$ cat src/rtl/jtag_host_if.sv
// Command/response bus between a requester and the JTAG host.
// The master modport is the requester; the slave modport is the host.
interface jtag_host_if;
    logic        cmd_valid;
    logic        cmd_ready;
    logic        cmd_reset;
    logic        cmd_ir;
    logic [5:0]  cmd_len;
    logic [31:0] cmd_data;
    logic        rsp_valid;
    logic [31:0] rsp_data;
    logic        busy;

    modport master (
        output cmd_valid, cmd_reset, cmd_ir, cmd_len, cmd_data,
        input  cmd_ready, rsp_valid, rsp_data, busy
    );

    modport slave (
        input  cmd_valid, cmd_reset, cmd_ir, cmd_len, cmd_data,
        output cmd_ready, rsp_valid, rsp_data, busy
    );
endinterface

$ cat src/rtl/jtag_host.sv
// JTAG host: runs Test-Logic-Reset, IR and DR scans of up to 32 bits,
// driving a divided TCK and returning captured TDO bits LSB first.
module jtag_host #(
    parameter int unsigned CLK_DIV = 2
) (
    input  logic         sysclk,
    input  logic         sys_reset,
    jtag_host_if.slave   bus,
    output logic         tck,
    output logic         tms,
    output logic         tdi,
    input  logic         tdo
);
    localparam int unsigned HC_W   = 8;
    localparam int unsigned CNT_W  = 6;
    localparam int unsigned DATA_W = 32;
    localparam logic [HC_W-1:0] HC_MAX = HC_W'(CLK_DIV - 1);

    typedef enum logic [2:0] {H_TLR, H_IDLE, H_HDR, H_SHIFT, H_POST, H_RSP} state_e;

    state_e              state_q, state_d;
    logic [HC_W-1:0]     hc_q, hc_d;
    logic [CNT_W-1:0]    cnt_q, cnt_d;
    logic [CNT_W-1:0]    len_q, len_d;
    logic                ir_q, ir_d;
    logic                rstcmd_q, rstcmd_d;
    logic [DATA_W-1:0]   data_q, data_d;
    logic [DATA_W-1:0]   cap_q, cap_d;
    logic                tck_q, tck_d;
    logic                tms_q, tms_d;
    logic                tdi_q, tdi_d;
    logic                ready_q, ready_d;
    logic                rsp_valid_q, rsp_valid_d;
    logic [DATA_W-1:0]   rsp_data_q, rsp_data_d;
    logic                busy_q, busy_d;
    logic [CNT_W-1:0]    len_eff;
    logic                period_end;

    always_comb begin
        state_d     = state_q;
        hc_d        = hc_q;
        cnt_d       = cnt_q;
        len_d       = len_q;
        ir_d        = ir_q;
        rstcmd_d    = rstcmd_q;
        data_d      = data_q;
        cap_d       = cap_q;
        tck_d       = tck_q;
        tms_d       = tms_q;
        tdi_d       = tdi_q;
        ready_d     = ready_q;
        rsp_valid_d = 1'b0;
        rsp_data_d  = rsp_data_q;
        busy_d      = busy_q;
        len_eff     = (bus.cmd_len > 6'd32) ? 6'd32 : bus.cmd_len;
        period_end  = tck_q && (hc_q == HC_MAX);

        case (state_q)
            H_IDLE: begin
                if (bus.cmd_valid) begin
                    data_d  = bus.cmd_data;
                    ir_d    = bus.cmd_ir;
                    len_d   = len_eff;
                    cap_d   = '0;
                    ready_d = 1'b0;
                    busy_d  = 1'b1;
                    cnt_d   = '0;
                    hc_d    = '0;
                    tck_d   = 1'b0;
                    tdi_d   = 1'b0;
                    if (bus.cmd_reset) begin
                        state_d  = H_TLR;
                        rstcmd_d = 1'b1;
                        tms_d    = 1'b1;
                    end else if (len_eff == '0) begin
                        state_d     = H_RSP;
                        rsp_valid_d = 1'b1;
                        rsp_data_d  = '0;
                    end else begin
                        state_d = H_HDR;
                        tms_d   = 1'b1;
                    end
                end
            end
            H_RSP: begin
                state_d = H_IDLE;
                ready_d = 1'b1;
                busy_d  = 1'b0;
            end
            default: begin
                // Every other state clocks TCK periods; tms/tdi move only at a period boundary.
                if (!period_end) begin
                    if (hc_q == HC_MAX) begin
                        tck_d = 1'b1;
                        hc_d  = '0;
                    end else begin
                        hc_d = hc_q + 8'd1;
                    end
                end else begin
                    tck_d = 1'b0;
                    hc_d  = '0;
                    cnt_d = cnt_q + 6'd1;
                    case (state_q)
                        H_TLR: begin
                            if (cnt_q == 6'd5) begin
                                cnt_d = '0;
                                tms_d = 1'b0;
                                if (rstcmd_q) begin
                                    state_d     = H_RSP;
                                    rstcmd_d    = 1'b0;
                                    rsp_valid_d = 1'b1;
                                    rsp_data_d  = '0;
                                end else begin
                                    state_d = H_IDLE;
                                    ready_d = 1'b1;
                                    busy_d  = 1'b0;
                                end
                            end else begin
                                tms_d = (cnt_q != 6'd4);
                            end
                        end
                        H_HDR: begin
                            if (cnt_q == (ir_q ? 6'd3 : 6'd2)) begin
                                state_d = H_SHIFT;
                                cnt_d   = '0;
                                tms_d   = (len_q == 6'd1);
                                tdi_d   = data_q[0];
                            end else begin
                                tms_d = ir_q && (cnt_q == 6'd0);
                            end
                        end
                        H_SHIFT: begin
                            // tdo is still stable here: the target only changes it on the falling edge.
                            cap_d[cnt_q[4:0]] = tdo;
                            if (cnt_q == len_q - 6'd1) begin
                                state_d = H_POST;
                                cnt_d   = '0;
                                tms_d   = 1'b1;
                                tdi_d   = 1'b0;
                            end else begin
                                tms_d = (cnt_q + 6'd2 == len_q);
                                tdi_d = data_q[5'(cnt_q + 6'd1)];
                            end
                        end
                        H_POST: begin
                            tms_d = 1'b0;
                            if (cnt_q == 6'd1) begin
                                state_d     = H_RSP;
                                cnt_d       = '0;
                                rsp_valid_d = 1'b1;
                                rsp_data_d  = cap_q;
                            end
                        end
                        default: ;
                    endcase
                end
            end
        endcase
    end

    always_ff @(posedge sysclk or posedge sys_reset) begin
        if (sys_reset) begin
            state_q     <= H_TLR;
            hc_q        <= '0;
            cnt_q       <= '0;
            len_q       <= '0;
            ir_q        <= 1'b0;
            rstcmd_q    <= 1'b0;
            data_q      <= '0;
            cap_q       <= '0;
            tck_q       <= 1'b0;
            tms_q       <= 1'b1;
            tdi_q       <= 1'b0;
            ready_q     <= 1'b0;
            rsp_valid_q <= 1'b0;
            rsp_data_q  <= '0;
            busy_q      <= 1'b1;
        end else begin
            state_q     <= state_d;
            hc_q        <= hc_d;
            cnt_q       <= cnt_d;
            len_q       <= len_d;
            ir_q        <= ir_d;
            rstcmd_q    <= rstcmd_d;
            data_q      <= data_d;
            cap_q       <= cap_d;
            tck_q       <= tck_d;
            tms_q       <= tms_d;
            tdi_q       <= tdi_d;
            ready_q     <= ready_d;
            rsp_valid_q <= rsp_valid_d;
            rsp_data_q  <= rsp_data_d;
            busy_q      <= busy_d;
        end
    end

    assign tck           = tck_q;
    assign tms           = tms_q;
    assign tdi           = tdi_q;
    assign bus.cmd_ready = ready_q;
    assign bus.rsp_valid = rsp_valid_q;
    assign bus.rsp_data  = rsp_data_q;
    assign bus.busy      = busy_q;
endmodule

$ cat src/flat_wrapper.sv
// flat-port wrapper written by rule: the top's interface ports become plain ports
module jtag_host_flat 
#(
    parameter int unsigned CLK_DIV = 2
)
  (sysclk, sys_reset, tck, tms, tdi, tdo, bus_cmd_valid, bus_cmd_reset, bus_cmd_ir, bus_cmd_len, bus_cmd_data, bus_cmd_ready, bus_rsp_valid, bus_rsp_data, bus_busy);
  jtag_host_if bus_i ();
  input  logic sysclk;
  input  logic sys_reset;
  output logic tck;
  output logic tms;
  output logic tdi;
  input  logic tdo;
  input wire logic [$bits(bus_i.cmd_valid)-1:0] bus_cmd_valid;
  input wire logic [$bits(bus_i.cmd_reset)-1:0] bus_cmd_reset;
  input wire logic [$bits(bus_i.cmd_ir)-1:0] bus_cmd_ir;
  input wire logic [$bits(bus_i.cmd_len)-1:0] bus_cmd_len;
  input wire logic [$bits(bus_i.cmd_data)-1:0] bus_cmd_data;
  output wire logic [$bits(bus_i.cmd_ready)-1:0] bus_cmd_ready;
  output wire logic [$bits(bus_i.rsp_valid)-1:0] bus_rsp_valid;
  output wire logic [$bits(bus_i.rsp_data)-1:0] bus_rsp_data;
  output wire logic [$bits(bus_i.busy)-1:0] bus_busy;
  assign bus_i.cmd_valid = bus_cmd_valid;
  assign bus_i.cmd_reset = bus_cmd_reset;
  assign bus_i.cmd_ir = bus_cmd_ir;
  assign bus_i.cmd_len = bus_cmd_len;
  assign bus_i.cmd_data = bus_cmd_data;
  assign bus_cmd_ready = bus_i.cmd_ready;
  assign bus_rsp_valid = bus_i.rsp_valid;
  assign bus_rsp_data = bus_i.rsp_data;
  assign bus_busy = bus_i.busy;
  jtag_host #(.CLK_DIV(CLK_DIV)) u_core (.sysclk(sysclk), .sys_reset(sys_reset), .bus(bus_i), .tck(tck), .tms(tms), .tdi(tdi), .tdo(tdo));
endmodule
$ cat config.mk
export PLATFORM = sky130hd
export DESIGN_NAME = jtag_host_flat
export DESIGN_NICKNAME = d
export VERILOG_FILES = /design/src/rtl/jtag_host_if.sv /design/src/rtl/jtag_host.sv /design/src/flat_wrapper.sv
export SDC_FILE = /design/constraint.sdc
export NUM_CORES = 1
export LEC_CHECK = 0
export BUFFER_PORTS_ARGS = -buffer_cell sky130_fd_sc_hd__buf_2
export CORE_UTILIZATION = 45
export CTS_CLUSTER_SIZE = 28
export DETAILED_ROUTE_END_ITERATION = 16
export GPL_TIMING_DRIVEN = 0
export PLACE_DENSITY = 0.67
export SLEW_MARGIN = 20
export SYNTH_ARGS = -nofsm -noshare
export SYNTH_HDL_FRONTEND = slang
export SYNTH_SLANG_ARGS = --single-unit
$ cat constraint.sdc
create_clock -name sysclk -period 4.15 [get_ports sysclk]
set_input_delay 0.6225 -clock sysclk [delete_from_list [all_inputs] [get_ports sysclk]]
set_output_delay 0.6225 -clock sysclk [all_outputs]
set_load 0.05 [all_outputs]
### After elaboration in Yosys (flattened, before gate mapping)

Cells that the tools add are included.

* register bits: 127
* input port bits: 44
* output and inout bits: 38
* logic and storage cells: 167

* add/subtract/negate cells: 4
* $lt $le $gt $ge: 4
* eq/ne operators: 27
* muxes and demuxes: 87
* bitwise operators: 1
* reduce and logical (&&, ||, !) cells: 29

Operators by type and width (number)
* 2-to-1 mux 32 bit: 10
* one-hot mux 32 bit (2 select lines): 3
* 2-to-1 mux 6 bit: 7
* 2-to-1 mux 1 bit: 37
* bitwise mux 32 bit: 1
* 2-to-1 mux 3 bit: 9
* 2-to-1 mux 8 bit: 3
* one-hot mux 6 bit (4 select lines): 1
* equality test 6 bit: 3
* one-hot mux 1 bit (2 select lines): 9
* nonzero test 3 bit: 6
* one-hot mux 8 bit (2 select lines): 1
* AND reduction 5 bit: 3
* equality test 6 x 1 -> 1 bit, second input constant: 2
* logical NOT 6 bit: 2
* < comparator 5 x 6 -> 1 bit, second input constant: 2
* != test 4 x 1 -> 1 bit, second input constant: 3
* one-hot mux 3 bit (4 select lines): 1
* one-hot mux 6 bit (2 select lines): 1
* != test 3 x 1 -> 1 bit, second input constant: 3
* AND reduction 9 bit: 1
* adder 8 x 1 -> 8 bit, second input constant: 1
* equality test 8 x 1 -> 1 bit, second input constant: 1
* nonzero test 2 bit: 4
* other kinds (29): 38

### Logic depth before layout (Yosys ltp)

* depth in word-level cells: 8
* mapped depth: 10
* gate-level depth less buffers: 8

### Worst setup path after synthesis

No wires, ideal clock.

* kind: reg2reg
* start: register u_core.cnt_q[0]
* end: register u_core.tdi_q, in the netlist u_core.tdi
* library setup time: 131 ps
* arrival: 2707 ps
* required time: 4019 ps
* setup slack: 1312 ps
* cell stages (with the launch flop): 11
* path buffers: 2
* period minus slack after synthesis: 2838 ps
* cell sequence: dfrtp_1 -> clkbuf_1 -> inv_1 -> ha_1 -> clkbuf_1 -> mux4_2 -> mux2i_1 -> mux2i_1 -> mux2i_1 -> o32a_1 -> a21oi_1

* longest elaborated chain between the ends: 7
* elaborated cells on any way between the ends: 11
* those cells by class: 1 x add/sub; 3 x eq/ne; 6 x mux; 1 x reduce/logical

RTL lines
* start: declaration: line jtag_host.sv:23 `logic [CNT_W-1:0] cnt_q, cnt_d;`
* start signal: assignment: line jtag_host.sv:181 `cnt_q <= cnt_d;`
* adder 6 x 1 -> 6 bit
* binary-select mux 1 bit (select 5 bit): line jtag_host.sv:142 `tdi_d = data_q[5'(cnt_q + 6'd1)];`
* 2-to-1 mux 1 bit (implied by the code): line jtag_host.sv:142
* 2-to-1 mux 1 bit: line jtag_host.sv:135 `if (cnt_q == len_q - 6'd1) begin`
* one-hot mux 1 bit (2 select lines): line jtag_host.sv:103 `case (state_q)`
* 2-to-1 mux 1 bit: line jtag_host.sv:92 `if (!period_end) begin`
* one-hot mux 1 bit (2 select lines): line jtag_host.sv:58 `case (state_q)`
* end signal: assignment: line jtag_host.sv:189 `tdi_q <= tdi_d;`
* end: declaration: line jtag_host.sv:31 `logic tdi_q, tdi_d;`

Several ways; a longest one is shown, not always the timed one. The select of a mux whose other input is x is not followed.
A chain may end at the register's enable or synchronous reset.

### Worst setup path in the final report

Same ends and word-level chain as after synthesis.

==> results.cfg <==
[finish]
final_area_um2 = 7580
layout.cells.non_filler = 971
layout.nets = 835
area_growth_pct = 20.7
final_common_cell = nand2_1
drive_gt1_share_pct = 17.4
final_cell_mix = nand2_1 (199), dfrtp_1 (125), buf_2 (83)
n_antenna_cell = 0

[placement]
placed_area_um2 = 6940
post-place-cells = 939
dp_hpwl_mm = 10.6
gp_congestion = 0.882
io_buffers = 81

[clock_network]
cts.repair.resized = 0
htree_levels = 4
post_cts.repair.setup_buffers = 0
cts_hold_buffers = 0
cts_tree = done
clk_path_buf_depth = 2
clkTransAtPathRegs_ns = 0.06
clkSinkCount = 127
clockRootBuffer = clkbuf_16
numCtsBuffers = 17
clk_latency_ns = 0.42

[grt]
grt_pass1_vias = 5213
use_met2_pct = 36.7
globalRouteOverflowTotal = 0
grt_pass1_wl_mm = 25.5
use_met1_pct = 29.0
grt_max_degree = 74
busiest_layer = met2
grt_usage_pct = 22.6
grt_use_met3_pct = 4.42
antenna_found_initial = 0

[timing]
fin_crit_ns = 3.45
finalSetupViolCount = 0
drv_slew = 0
fin_skew_ns = 0.00528
relSlewSlack_pct = 45.1
hold_viol = 0
worst_slew_pin_slew_ns = 0.816
period_share_pct = 83.2
rsz0062_at_grt = no
max_freq_mhz = 290

[floorplanning]
die_x_um = 120
io_pins = 82
rows = 42
initial_utilization_pct = 46.9
dieArea_um2 = 14400
core_um2 = 13400
dieHeight_um = 120

[drt]
vias_per_cell = 5.49
wl_per_cell_um = 15.5
dr.pass1.iters = 5
finalWirelength_mm = 15.1
drtIter0Drc = 403
drc_errors = 0
ant_nets = 0
via_count = 5327

[setup_path]
cp_data_arrival_time_ns = 3.73
critPathCaptureType = register
startpoint_type = register
critPathRequiredTime_ns = 4.43
cp_max_fo = 10
crit_type = register to register

[yosys]
syn_nets = 734
seq_area_frac_synth_pct = 50.6
syn_inst = 681
ys_warn_count = 0
synth.distinct_cells = 60
avgSynthCellArea_um2 = 9.22
syn-cell-area_um2 = 6280
ys.flop_type = dfrtp_1
yosys_register_bits = 127
async_flop_share_pct = 100
synth-edff-count = 0

[power_and_ir_drop]
finalPower_mw = 5.11
p_per_area_nw_per_um2 = 674
leakage_nw = 3.48
ir_worst_vdd_mv = 0.328

[outcome]
status = complete, no violations

[job]
drv_cap = 0

[worst_hold_path]
hold_class = primary input to async pin
[area by class of cell]
type	count	area (µm²)
Clock inverter	10	156
Timing Repair Buffer	82	433
Buffer	46	190
Tap cell	176	220
Sequential cell	127	3180
Inverter	11	46.3
Fill cell	1235	5820
Clock buffer	22	484
Multi-Input combinational cell	497	2870
[cells by family after synthesis]
logic type      synth area share (%)
simple gates                    20.6
compound gates                  16.2
mux                             4.32
flops                           50.6
buf+inv                         3.69
fa+ha+maj                       1.95
xor+xnor                        2.65
[worst paths after layout]
path                       cells past startpoint                     end  slack, ns         startpoint
min in group sysclk                            3        u_core.data_q[9]       0.39    bus_cmd_data[9]
min                                            2  u_core.bus.rsp_data[5]       0.31          sys_reset
max in group asynchronous                      3              u_core.tms       3.07          sys_reset
min reg2reg                                    2       u_core.data_q[27]       0.47  u_core.data_q[27]
max reg2reg                                   10              u_core.tdi       0.70    u_core.cnt_q[0]
max                                           10              u_core.tdi       0.70    u_core.cnt_q[0]
[metal layers]
| layer | share of wire, % | up-vias |
|---|---|---|
| met4 | 1.9 | 0 |
| met3 | 5.0 | 29 |
| met1 | 45 | 2538 |
| met5 | 0 | - |
| met2 | 48 | 188 |
| li1 | - | 2572 |
[critical path, stage by stage (launching register included)]
cell and delay (ns):
dfrtp_1 0.53, clkbuf_1 0.49, inv_1 0.18, ha_1 0.31
clkbuf_1 0.57, mux4_2 0.59, mux2i_1 0.20, nand2_1 0.08
mux2i_1 0.13, o32a_1 0.17, a21oi_1 0.06
[metrics by stage]
stage	setup TNS [ns]	hold WS, ns	worst slack (ns)	util, %
5_1_grt	0	0.353	0.418	56.6
6_report	0	0.307	0.698	56.6
3_5_place_dp	0	0.458	0.624	51.8
3_3_place_gp	-145.54	0.452	-1.17	51.5
2_1_floorplan	0	0.440	0.147	-
4_1_cts	0	0.336	0.610	56.6
[power breakdown]
group	switching, mW	internal [mW]
logic	1.06	0.690
registers	0.207	1.54
clock network	0.545	1.07
[state kept, by name (all words and copies together) (netlist names), 3 cells and up]
signal / flops
u_core.data_q: 32
u_core.cap_q: 32
u_core.hc_q: 8
u_core.bus.rsp_data: 32
u_core.cnt_q: 6
u_core.len_q: 6
u_core.state_q: 3
[synth_stat cells, types with 6 or more instances]
library cell	n	area share, %
a21oi_1	10	0.80
nand3_1	11	0.88
nand3b_1	9	1.1
clkbuf_1	37	2.2
xnor2_1	12	1.7
mux2i_1	8	1.3
nor2_1	26	1.6
o21ai_0	65	5.2
inv_1	10	0.60
o211ai_1	32	3.8
dfrtp_1	125	50
mux4_2	8	2.9
nand2b_1	6	0.60
nand2_1	199	12
o31ai_1	14	1.7
ha_1	9	1.8
nor3_1	13	1.0
xor2_1	7	0.98
No activity file was read; power rests on OpenSTA's default activity.
